File: src/rtl/trap_ctrl_if.sv
// rtl/trap_ctrl_if.sv - commit/CSR-side signal bundle for the trap sequencer
//
// Purpose: groups every trap_ctrl signal except clock and reset.
// Ports (slave = trap_ctrl view):
//   in : trint/swint/exint interrupt lines, mie, mstatus_mie, mtvec, mepc, mode,
//        commit_valid/commit_pc/commit_exc/commit_code/commit_mret
//   out: trap_valid/trap_is_int/trap_code/trap_pc/trap_mode, mret_valid,
//        redirect_valid/redirect_pc, flush, busy
interface trap_ctrl_if;
  logic        trint;
  logic        swint;
  logic        exint;
  logic [63:0] mie;
  logic        mstatus_mie;
  logic [63:0] mtvec;
  logic [63:0] mepc;
  logic [1:0]  mode;
  logic        commit_valid;
  logic [63:0] commit_pc;
  logic        commit_exc;
  logic [3:0]  commit_code;
  logic        commit_mret;
  logic        trap_valid;
  logic        trap_is_int;
  logic [3:0]  trap_code;
  logic [63:0] trap_pc;
  logic [1:0]  trap_mode;
  logic        mret_valid;
  logic        redirect_valid;
  logic [63:0] redirect_pc;
  logic        flush;
  logic        busy;

  modport slave (
    input  trint, swint, exint, mie, mstatus_mie, mtvec, mepc, mode,
    input  commit_valid, commit_pc, commit_exc, commit_code, commit_mret,
    output trap_valid, trap_is_int, trap_code, trap_pc, trap_mode,
    output mret_valid, redirect_valid, redirect_pc, flush, busy
  );

  modport master (
    output trint, swint, exint, mie, mstatus_mie, mtvec, mepc, mode,
    output commit_valid, commit_pc, commit_exc, commit_code, commit_mret,
    input  trap_valid, trap_is_int, trap_code, trap_pc, trap_mode,
    input  mret_valid, redirect_valid, redirect_pc, flush, busy
  );
endinterface

File: src/rtl/trap_ctrl.sv
// rtl/trap_ctrl.sv - machine-mode trap/interrupt sequencer
//
// Purpose: picks one event per committing instruction (interrupt > exception
// > mret), issues a registered trap-entry or mret command plus fetch redirect,
// then holds flush for FLUSH_CYCLES cycles.
// Ports:
//   clk   - clock
//   reset - asynchronous active-low reset
//   bus   - trap_ctrl_if.slave (interrupt lines, CSR values, commit info in;
//           trap/mret command, redirect, flush, busy out)
module trap_ctrl #(
  parameter int FLUSH_CYCLES = 2
) (
  input  logic        clk,
  input  logic        reset,
  trap_ctrl_if.slave  bus
);

  typedef enum logic [1:0] {IDLE, ARMED, FLUSH} state_t;

  state_t      state_q, state_d;
  logic [3:0]  cnt_q, cnt_d;
  logic [3:0]  cause_q, cause_d;
  logic        trap_valid_q, trap_valid_d;
  logic        trap_is_int_q, trap_is_int_d;
  logic [3:0]  trap_code_q, trap_code_d;
  logic [63:0] trap_pc_q, trap_pc_d;
  logic [1:0]  trap_mode_q, trap_mode_d;
  logic        mret_valid_q, mret_valid_d;
  logic        redirect_valid_q, redirect_valid_d;
  logic [63:0] redirect_pc_q, redirect_pc_d;

  logic        ext_en, sw_en, tmr_en, int_pend;
  logic [3:0]  cause_now;
  logic        take_int;
  logic [3:0]  int_code;
  logic [3:0]  code_sel;
  logic        fire;
  logic [63:0] tvec_base;

  // Only the three enable bits of mie matter here.
  logic unused_mie;
  assign unused_mie = ^{bus.mie[63:12], bus.mie[10:8], bus.mie[6:4], bus.mie[2:0]};

  assign ext_en    = bus.exint & bus.mie[11];
  assign sw_en     = bus.swint & bus.mie[3];
  assign tmr_en    = bus.trint & bus.mie[7];
  assign int_pend  = (ext_en | sw_en | tmr_en) & bus.mstatus_mie;
  assign cause_now = ext_en ? 4'd11 : (sw_en ? 4'd3 : 4'd7);
  assign tvec_base = {bus.mtvec[63:2], 2'b00};

  always_comb begin
    state_d          = state_q;
    cnt_d            = cnt_q;
    cause_d          = cause_q;
    trap_valid_d     = 1'b0;
    mret_valid_d     = 1'b0;
    redirect_valid_d = 1'b0;
    trap_is_int_d    = trap_is_int_q;
    trap_code_d      = trap_code_q;
    trap_pc_d        = trap_pc_q;
    trap_mode_d      = trap_mode_q;
    redirect_pc_d    = redirect_pc_q;
    take_int         = 1'b0;
    int_code         = cause_q;
    code_sel         = bus.commit_code;
    fire             = 1'b0;

    case (state_q)
      IDLE: begin
        take_int = int_pend;
        int_code = cause_now;
        // Interrupt during a bubble: remember it until a commit slot appears.
        if (int_pend && !bus.commit_valid) begin
          state_d = ARMED;
          cause_d = cause_now;
        end
      end
      ARMED: begin
        // Latched cause survives the line dropping, but not a global disable.
        take_int = bus.mstatus_mie;
        int_code = cause_q;
        if (!bus.mstatus_mie && !bus.commit_valid) state_d = IDLE;
      end
      FLUSH: begin
        if (cnt_q == 4'd0) state_d = IDLE;
        else               cnt_d   = cnt_q - 4'd1;
      end
      default: state_d = IDLE;
    endcase

    if (state_q != FLUSH && bus.commit_valid) begin
      if (take_int || bus.commit_exc) begin
        code_sel      = take_int ? int_code : bus.commit_code;
        trap_valid_d  = 1'b1;
        trap_is_int_d = take_int;
        trap_code_d   = code_sel;
        trap_pc_d     = bus.commit_pc;
        trap_mode_d   = bus.mode;
        // Vectored mode only offsets interrupts; exceptions use the base.
        if (take_int && bus.mtvec[1:0] == 2'b01)
          redirect_pc_d = tvec_base + {58'd0, code_sel, 2'b00};
        else
          redirect_pc_d = tvec_base;
        fire = 1'b1;
      end else if (bus.commit_mret) begin
        mret_valid_d  = 1'b1;
        redirect_pc_d = bus.mepc;
        fire          = 1'b1;
      end else begin
        state_d = IDLE;
      end
      if (fire) begin
        redirect_valid_d = 1'b1;
        state_d          = FLUSH;
        cnt_d            = 4'(FLUSH_CYCLES - 1);
      end
    end
  end

  always_ff @(posedge clk or negedge reset) begin
    if (!reset) begin
      state_q          <= IDLE;
      cnt_q            <= 4'd0;
      cause_q          <= 4'd0;
      trap_valid_q     <= 1'b0;
      trap_is_int_q    <= 1'b0;
      trap_code_q      <= 4'd0;
      trap_pc_q        <= 64'd0;
      trap_mode_q      <= 2'd0;
      mret_valid_q     <= 1'b0;
      redirect_valid_q <= 1'b0;
      redirect_pc_q    <= 64'd0;
    end else begin
      state_q          <= state_d;
      cnt_q            <= cnt_d;
      cause_q          <= cause_d;
      trap_valid_q     <= trap_valid_d;
      trap_is_int_q    <= trap_is_int_d;
      trap_code_q      <= trap_code_d;
      trap_pc_q        <= trap_pc_d;
      trap_mode_q      <= trap_mode_d;
      mret_valid_q     <= mret_valid_d;
      redirect_valid_q <= redirect_valid_d;
      redirect_pc_q    <= redirect_pc_d;
    end
  end

  assign bus.trap_valid     = trap_valid_q;
  assign bus.trap_is_int    = trap_is_int_q;
  assign bus.trap_code      = trap_code_q;
  assign bus.trap_pc        = trap_pc_q;
  assign bus.trap_mode      = trap_mode_q;
  assign bus.mret_valid     = mret_valid_q;
  assign bus.redirect_valid = redirect_valid_q;
  assign bus.redirect_pc    = redirect_pc_q;
  // FLUSH is entered exactly one cycle after the event and lasts FLUSH_CYCLES.
  assign bus.flush          = (state_q == FLUSH);
  assign bus.busy           = (state_q != IDLE);

endmodule

File: src/flat_wrapper.sv
// flat-port wrapper written by rule: the top's interface ports become plain ports
module trap_ctrl_flat 
#(
  parameter int FLUSH_CYCLES = 2
)
  (clk, reset, bus_trint, bus_swint, bus_exint, bus_mie, bus_mstatus_mie, bus_mtvec, bus_mepc, bus_mode, bus_commit_valid, bus_commit_pc, bus_commit_exc, bus_commit_code, bus_commit_mret, bus_trap_valid, bus_trap_is_int, bus_trap_code, bus_trap_pc, bus_trap_mode, bus_mret_valid, bus_redirect_valid, bus_redirect_pc, bus_flush, bus_busy);
  trap_ctrl_if bus_i ();
  input  logic clk;
  input  logic reset;
  input wire logic [$bits(bus_i.trint)-1:0] bus_trint;
  input wire logic [$bits(bus_i.swint)-1:0] bus_swint;
  input wire logic [$bits(bus_i.exint)-1:0] bus_exint;
  input wire logic [$bits(bus_i.mie)-1:0] bus_mie;
  input wire logic [$bits(bus_i.mstatus_mie)-1:0] bus_mstatus_mie;
  input wire logic [$bits(bus_i.mtvec)-1:0] bus_mtvec;
  input wire logic [$bits(bus_i.mepc)-1:0] bus_mepc;
  input wire logic [$bits(bus_i.mode)-1:0] bus_mode;
  input wire logic [$bits(bus_i.commit_valid)-1:0] bus_commit_valid;
  input wire logic [$bits(bus_i.commit_pc)-1:0] bus_commit_pc;
  input wire logic [$bits(bus_i.commit_exc)-1:0] bus_commit_exc;
  input wire logic [$bits(bus_i.commit_code)-1:0] bus_commit_code;
  input wire logic [$bits(bus_i.commit_mret)-1:0] bus_commit_mret;
  output wire logic [$bits(bus_i.trap_valid)-1:0] bus_trap_valid;
  output wire logic [$bits(bus_i.trap_is_int)-1:0] bus_trap_is_int;
  output wire logic [$bits(bus_i.trap_code)-1:0] bus_trap_code;
  output wire logic [$bits(bus_i.trap_pc)-1:0] bus_trap_pc;
  output wire logic [$bits(bus_i.trap_mode)-1:0] bus_trap_mode;
  output wire logic [$bits(bus_i.mret_valid)-1:0] bus_mret_valid;
  output wire logic [$bits(bus_i.redirect_valid)-1:0] bus_redirect_valid;
  output wire logic [$bits(bus_i.redirect_pc)-1:0] bus_redirect_pc;
  output wire logic [$bits(bus_i.flush)-1:0] bus_flush;
  output wire logic [$bits(bus_i.busy)-1:0] bus_busy;
  assign bus_i.trint = bus_trint;
  assign bus_i.swint = bus_swint;
  assign bus_i.exint = bus_exint;
  assign bus_i.mie = bus_mie;
  assign bus_i.mstatus_mie = bus_mstatus_mie;
  assign bus_i.mtvec = bus_mtvec;
  assign bus_i.mepc = bus_mepc;
  assign bus_i.mode = bus_mode;
  assign bus_i.commit_valid = bus_commit_valid;
  assign bus_i.commit_pc = bus_commit_pc;
  assign bus_i.commit_exc = bus_commit_exc;
  assign bus_i.commit_code = bus_commit_code;
  assign bus_i.commit_mret = bus_commit_mret;
  assign bus_trap_valid = bus_i.trap_valid;
  assign bus_trap_is_int = bus_i.trap_is_int;
  assign bus_trap_code = bus_i.trap_code;
  assign bus_trap_pc = bus_i.trap_pc;
  assign bus_trap_mode = bus_i.trap_mode;
  assign bus_mret_valid = bus_i.mret_valid;
  assign bus_redirect_valid = bus_i.redirect_valid;
  assign bus_redirect_pc = bus_i.redirect_pc;
  assign bus_flush = bus_i.flush;
  assign bus_busy = bus_i.busy;
  trap_ctrl #(.FLUSH_CYCLES(FLUSH_CYCLES)) u_core (.clk(clk), .reset(reset), .bus(bus_i));
endmodule
File: config.mk
export PLATFORM = sky130hd
export DESIGN_NAME = trap_ctrl_flat
export DESIGN_NICKNAME = d
export VERILOG_FILES = /design/src/rtl/trap_ctrl_if.sv /design/src/rtl/trap_ctrl.sv /design/src/flat_wrapper.sv
export SDC_FILE = /design/constraint.sdc
export NUM_CORES = 1
export LEC_CHECK = 0
export BUFFER_PORTS_ARGS = -buffer_cell sky130_fd_sc_hd__buf_2
export CAP_MARGIN = 0
export CORE_AREA = 5 5 155 157
export CTS_CLUSTER_DIAMETER = 50
export DETAILED_ROUTE_END_ITERATION = 6
export DIE_AREA = 0 0 160 162
export GPL_TIMING_DRIVEN = 0
export HOLD_SLACK_MARGIN = 0.02
export PLACE_DENSITY = 0.6
export RECOVER_POWER = 100
export REMOVE_ABC_BUFFERS = 1
export SKIP_LAST_GASP = 1
export SYNTH_ARGS = -nofsm -noshare
export SYNTH_HDL_FRONTEND = slang
export SYNTH_SLANG_ARGS = --single-unit
File: constraint.sdc
create_clock -name clk -period 3.5 [get_ports clk]
set_clock_uncertainty 0.05 [all_clocks]
set_input_delay 0.7 -clock clk [delete_from_list [all_inputs] [get_ports clk]]
set_output_delay 0.7 -clock clk [all_outputs]
set_load 0.01 [all_outputs]
* Word-level counts from Yosys, hierarchy flattened *
Index checks and enable logic that the tools add are counted.

word-level totals
  bits in registers = 148
  bits in latches = 0
  RAM bits = 0
  bits in read-only memories = 0
  bits of input ports = 271
  output and inout bits = 140
  word-level logic and storage cells = 66
  memories = 0

cells by class
  $add $sub $neg = 2
  multiply operators = 0
  divide/modulo/power cells = 0
  $lt $le $gt $ge = 0
  eq/ne operators = 4
  shift-type cells = 0
  multiplexer cells = 29
  bitwise operators = 6
  reductions and logical operators = 14

operator list
  operator                                           count
  two-way mux 64 bit                                 3
  adder 64 x 6 -> 64 bit                             1
  two-way mux 4 bit                                  7
  two-way mux 2 bit                                  7
  two-way mux 1 bit                                  9
  one-hot mux 2 bit (3 select lines)                 1
  AND reduction 2 bit                                3
  AND 1 bit                                          4
  == test 2 x 1 -> 1 bit (second input constant)     2
  logical AND 1 bit                                  4
  logical NOT 4 bit                                  1
  nonzero test 2 bit                                 2
  subtractor 4 x 1 -> 4 bit (second input constant)  1
  two-way mux 3 bit                                  1
  == test 2 bit (second input constant)              1
  logical NOT 1 bit                                  2
  logical NOT 2 bit                                  1
  != test 2 bit (second input constant)              1
  OR 1 bit                                           2
  one-hot mux 1 bit (2 select lines)                 1
  logical OR 1 bit                                   1

* Logic depth before layout (Yosys ltp) *
  depth after elaboration = 11
  depth in mapped cells = 14
  gate-level depth less buffers = 12

* Worst setup path before layout *
OpenSTA, ideal clock, no wires.

  kind = input port to flip-flop
  start = in bus_exint
  end = reg u_core.redirect_pc_q[63], in the netlist u_core.bus.redirect_pc[63]
  library setup time = 0.137 ns
  arrival time = 3.625 ns
  data required time = 3.313 ns
  setup slack = -0.312 ns
  stages = 12
  cell sequence = a222oi_1 > a21oi_1 > clkbuf_1 > o21ai_0 > inv_1 > ha_1 > a21oi_1 > o22ai_1 > nand4_1 > nor4_1 > xnor2_1 > a21oi_1

on the way
  longest elaborated chain between the ends = 9

RTL lines
  what                                RTL line            text
  start, declared                     flat_wrapper.sv:12  input wire logic [$bits(bus_i.exint)-1:0] bus_exint;
  AND 1 bit *                         trap_ctrl.sv:45     assign ext_en = bus.exint & bus.mie[11];
  OR 1 bit (2 in a row)               trap_ctrl.sv:48     assign int_pend = (ext_en | sw_en | tmr_en) & bus.mstatus_mie;
  AND 1 bit                           trap_ctrl.sv:48
  one-hot mux 1 bit (2 select lines)  trap_ctrl.sv:69     case (state_q)
  two-way mux 4 bit                   trap_ctrl.sv:94     code_sel = take_int ? int_code : bus.commit_code;
  adder 64 x 6 -> 64 bit              trap_ctrl.sv:102    redirect_pc_d = tvec_base + {58'd0, code_sel, 2'b00};
  two-way mux 64 bit                  trap_ctrl.sv:101    if (take_int && bus.mtvec[1:0] == 2'b01)
  two-way mux 64 bit                  trap_ctrl.sv:93     if (take_int || bus.commit_exc) begin
  end signal, assigned                trap_ctrl.sv:145    redirect_pc_q <= redirect_pc_d;
  end, declared                       trap_ctrl.sv:31     logic [63:0] redirect_pc_q, redirect_pc_d;

Mark *: on every way between the ends. The rest lies on a longest branch, timed or not.
A chain may end at the register's enable or synchronous reset.

* Worst setup path in the final report *
  start = in bus_exint
  end = reg u_core.redirect_pc_q[34], in the netlist u_core.bus.redirect_pc[34]

Same word-level chain as after synthesis.

==> results.sh <==
export IMPL_syn_inst=838
export IMPL_fin_setup_tns_ps=-11.16
export IMPL_slew_viol_final=71
export IMPL_gp_congestion=0.7779
export IMPL_period_share_pct=100.3
export IMPL_rows=55
export IMPL_slew_limit_headroom_pct=-23.37
export IMPL_root_buffer="clkbuf_16"
export IMPL_hold_viol_final=0
export IMPL_register_area_um2=3679
export IMPL_grt_pass1_wl_um=41480
export IMPL_hp_class="input pin to register"
export IMPL_max_stage_delay_ps=700
export IMPL_ys_async_sr_fraction_pct=100.0
export IMPL_setup_slack_ps=-11.16
export IMPL_cp_end_kind="register"
export IMPL_syn_avg_cell_area_um2=8.788
export IMPL_ant_nets=0
export IMPL_first_pass_iters=6
export IMPL_slowest_stage="a222oi_1"
export IMPL_synth_top_cell_by_area="dfrtp_1"
export IMPL_die_area_um2=25920
export IMPL_fin_util_pct=46.43
export IMPL_ys_types=51
export IMPL_critical_path_arrival_ps=3760
export IMPL_start_util_pct=32.93
export IMPL_grt_max_degree=79
export IMPL_status="finished with violations"
export IMPL_drc=0
export IMPL_gr_usage_all_layers_pct=19.97
export IMPL_htreeDepth=4
export IMPL_multi_input_area_um2=3697
export IMPL_maxCapViolCount=1
export IMPL_syn_area_um2=7365
export IMPL_yosysWarnings=0
export IMPL_dpl_cell_count=1438
export IMPL_area_delta_synth_final_pct=41.01
export IMPL_wl_per_cell_um=18.04
export IMPL_vias=7429
export IMPL_total_power_uw=7898
export IMPL_core_area_um2=22370
export IMPL_cts_sinks=147
export IMPL_io_buffers=349
export IMPL_nNetsFinal=1471
export IMPL_grt_setup_unrepaired="yes"
export IMPL_ir_drop_v=0.0003294
export IMPL_ctsHoldBuffers=0
export IMPL_clkLatencyLatePin_ps=410
export IMPL_grt_overflow=0
export IMPL_yosys_cell_count_top_type="nand2_1"
export IMPL_crit_path_start_kind="input pin"
export IMPL_fin_cells=1493
export IMPL_fp_dieW_um=160
export IMPL_tightest_slew_ps=1851
export IMPL_place_hpwl_um=19580
export IMPL_crit_chain="buf_8 > a222oi_1 > a21oi_4 > buf_6 > o21a_1 > ha_2 > inv_2 > fa_2 > nor2b_2 > o31a_1 > nand4_1 > buf_4 > buf_6 > buf_6 > nor2_4 > xor2_1 > a21o_1"
export IMPL_synth_main_ff_cell="dfrtp_1"
export IMPL_min_period_ps=3511
export IMPL_ys_ff_latch=147
export IMPL_leakagePower_uw=0.004791
export IMPL_synth_edff_count=0
export IMPL_required_ps=3750
export IMPL_drt_wl_total_um=26930
export IMPL_worstPathMaxFanout=7
export IMPL_netlist_area_leader_share_pct=49.95
export IMPL_synthTopCellsByCount="249 x nand2_1, 147 x dfrtp_1, 49 x o21ai_0, 44 x xnor2_1"
export IMPL_antenna_found_initial=1
export IMPL_num_io_pins=411
export IMPL_crit_type="input pin to register"
export IMPL_grt_pass1_vias=7541
export IMPL_p_per_area_nw_per_um2=760.5
export IMPL_fp_dieH_um=162
export IMPL_fmax_mhz=284.8
export IMPL_path_common_cell="buf_6"
export IMPL_synth_area_leaders="dfrtp_1 50%, nand2_1 13%, xnor2_1 5.2%"
export IMPL_layout_drive_gt1_share_pct=26.51
export IMPL_cts_clk_slew_worst_paths_ps=70
export IMPL_fill_cells=2303
export IMPL_viasPerCell=4.976
export IMPL_violations="capacitance limit, slew limit, setup timing"
export IMPL_numCtsBuffers=17
export IMPL_ys_seq_area_share_pct=49.95
export IMPL_drtIter0Drc=430
export IMPL_setup_violations=1
export IMPL_tritoncts="built"
export IMPL_clockBufferDepth=2
-- layout by cell type, fill, tap and decap left out, types with 20 or more instances in the layout --
cell      count
o21ai_0      47
a22oi_1      37
clkbuf_1    138
a21oi_1      20
dfrtp_1     147
nand2_1     248
buf_2       208
nand4_1      20
nor2_1       33
xnor2_1      43
-- sequential cells by signal, indices dropped and copies added, names as in the netlist, 2 cells and up --
| signal | cells |
|---|---|
| u_core.bus.trap_mode | 2 |
| u_core.cause_q | 3 |
| u_core.state_q | 2 |
| u_core.bus.trap_pc | 64 |
| u_core.bus.redirect_pc | 64 |
| u_core.cnt_q | 4 |
| u_core.bus.trap_code | 4 |
-- cells by family after synthesis --
| kind of cell | after synthesis | share of synthesized area (%) |
|---|---|---|
| adders and majority gates | 6 | 1.121 |
| DFF | 147 | 49.95 |
| AOI/OAI and AO/OA | 157 | 13.68 |
| buffers and inverters | 63 | 3.398 |
| muxes | 8 | 1.138 |
| xor gates and xnor gates | 55 | 6.541 |
| and+or+nand+nor | 402 | 24.18 |
-- worst max-delay path: cells and delay by family --
family | cells | cell delay [ps]
buffers and inverters | 6 | 720
and+or+nand+nor | 3 | 230
xor gates and xnor gates | 1 | 150
AOI/OAI and AO/OA | 5 | 1560
adders and majority gates | 2 | 390
-- routing by layer --
metal | up-vias | share of wire (%) | track usage (%)
li1 | 3592 | - | -
met1 | 3539 | 43 | 25.53
met2 | 270 | 50 | 33.99
met3 | 28 | 6.1 | 4.745
met4 | 0 | 1.4 | 5.592
met5 | - | 0 | 0
-- repair_timing --
| item | CTS | global route |
|---|---|---|
| resized for setup | 13 | 47 |
| pin swaps | 9 | 14 |
| cloned | 0 | 1 |
| endpoints found under the setup margin | 68 | 53 |
| buffers inserted | 10 | 11 |
-- per-stage QoR --
stage | setup slack [ps] | hold WS, ps | instance area, um2
after floorplan | -4935 | 354.4 | 7193
after global placement | -11960 | 403.0 | 9296
after detailed placement | -1791 | 405.1 | 9514
after CTS | -0.5769 | 193.3 | 10280
after global routing | -95.95 | 390.5 | 10390
final | -11.16 | 407.1 | 10390
-- report_power, final --
part / internal, uW / leakage, uW / switching, uW
Combinational: 1120 / 0.00268 / 1830
Sequential: 2530 / 0.00181 / 451
Clock: 1110 / 0.000310 / 855
-- final timing paths --
kind	from	cells past startpoint	endpoint	slack, ps
max	bus_exint	17	u_core.bus.redirect_pc[34]	-10
min	bus_commit_valid	2	u_core.state_q[0]	410
max reg2reg	u_core.state_q[1]	15	u_core.bus.redirect_pc[40]	130
min reg2reg	u_core.bus.trap_pc[14]	2	u_core.bus.trap_pc[14]	420
max in group asynchronous	reset	2	u_core.bus.trap_pc[56]	660
min in group asynchronous	reset	1	u_core.bus.redirect_pc[54]	680
-- layout make-up --
| cell class | count | area share [%] |
|---|---|---|
| flip-flops and latches | 147 | 35.42 |
| multi-input cells | 628 | 35.60 |
| diodes | 1 | 0.02410 |
| well taps | 285 | 3.434 |
| repair buffers | 379 | 18.67 |
| clock buffers | 18 | 4.229 |
| inverters | 21 | 0.8072 |
| clock inverters | 14 | 1.807 |
(Power assumes the default switching activity.)
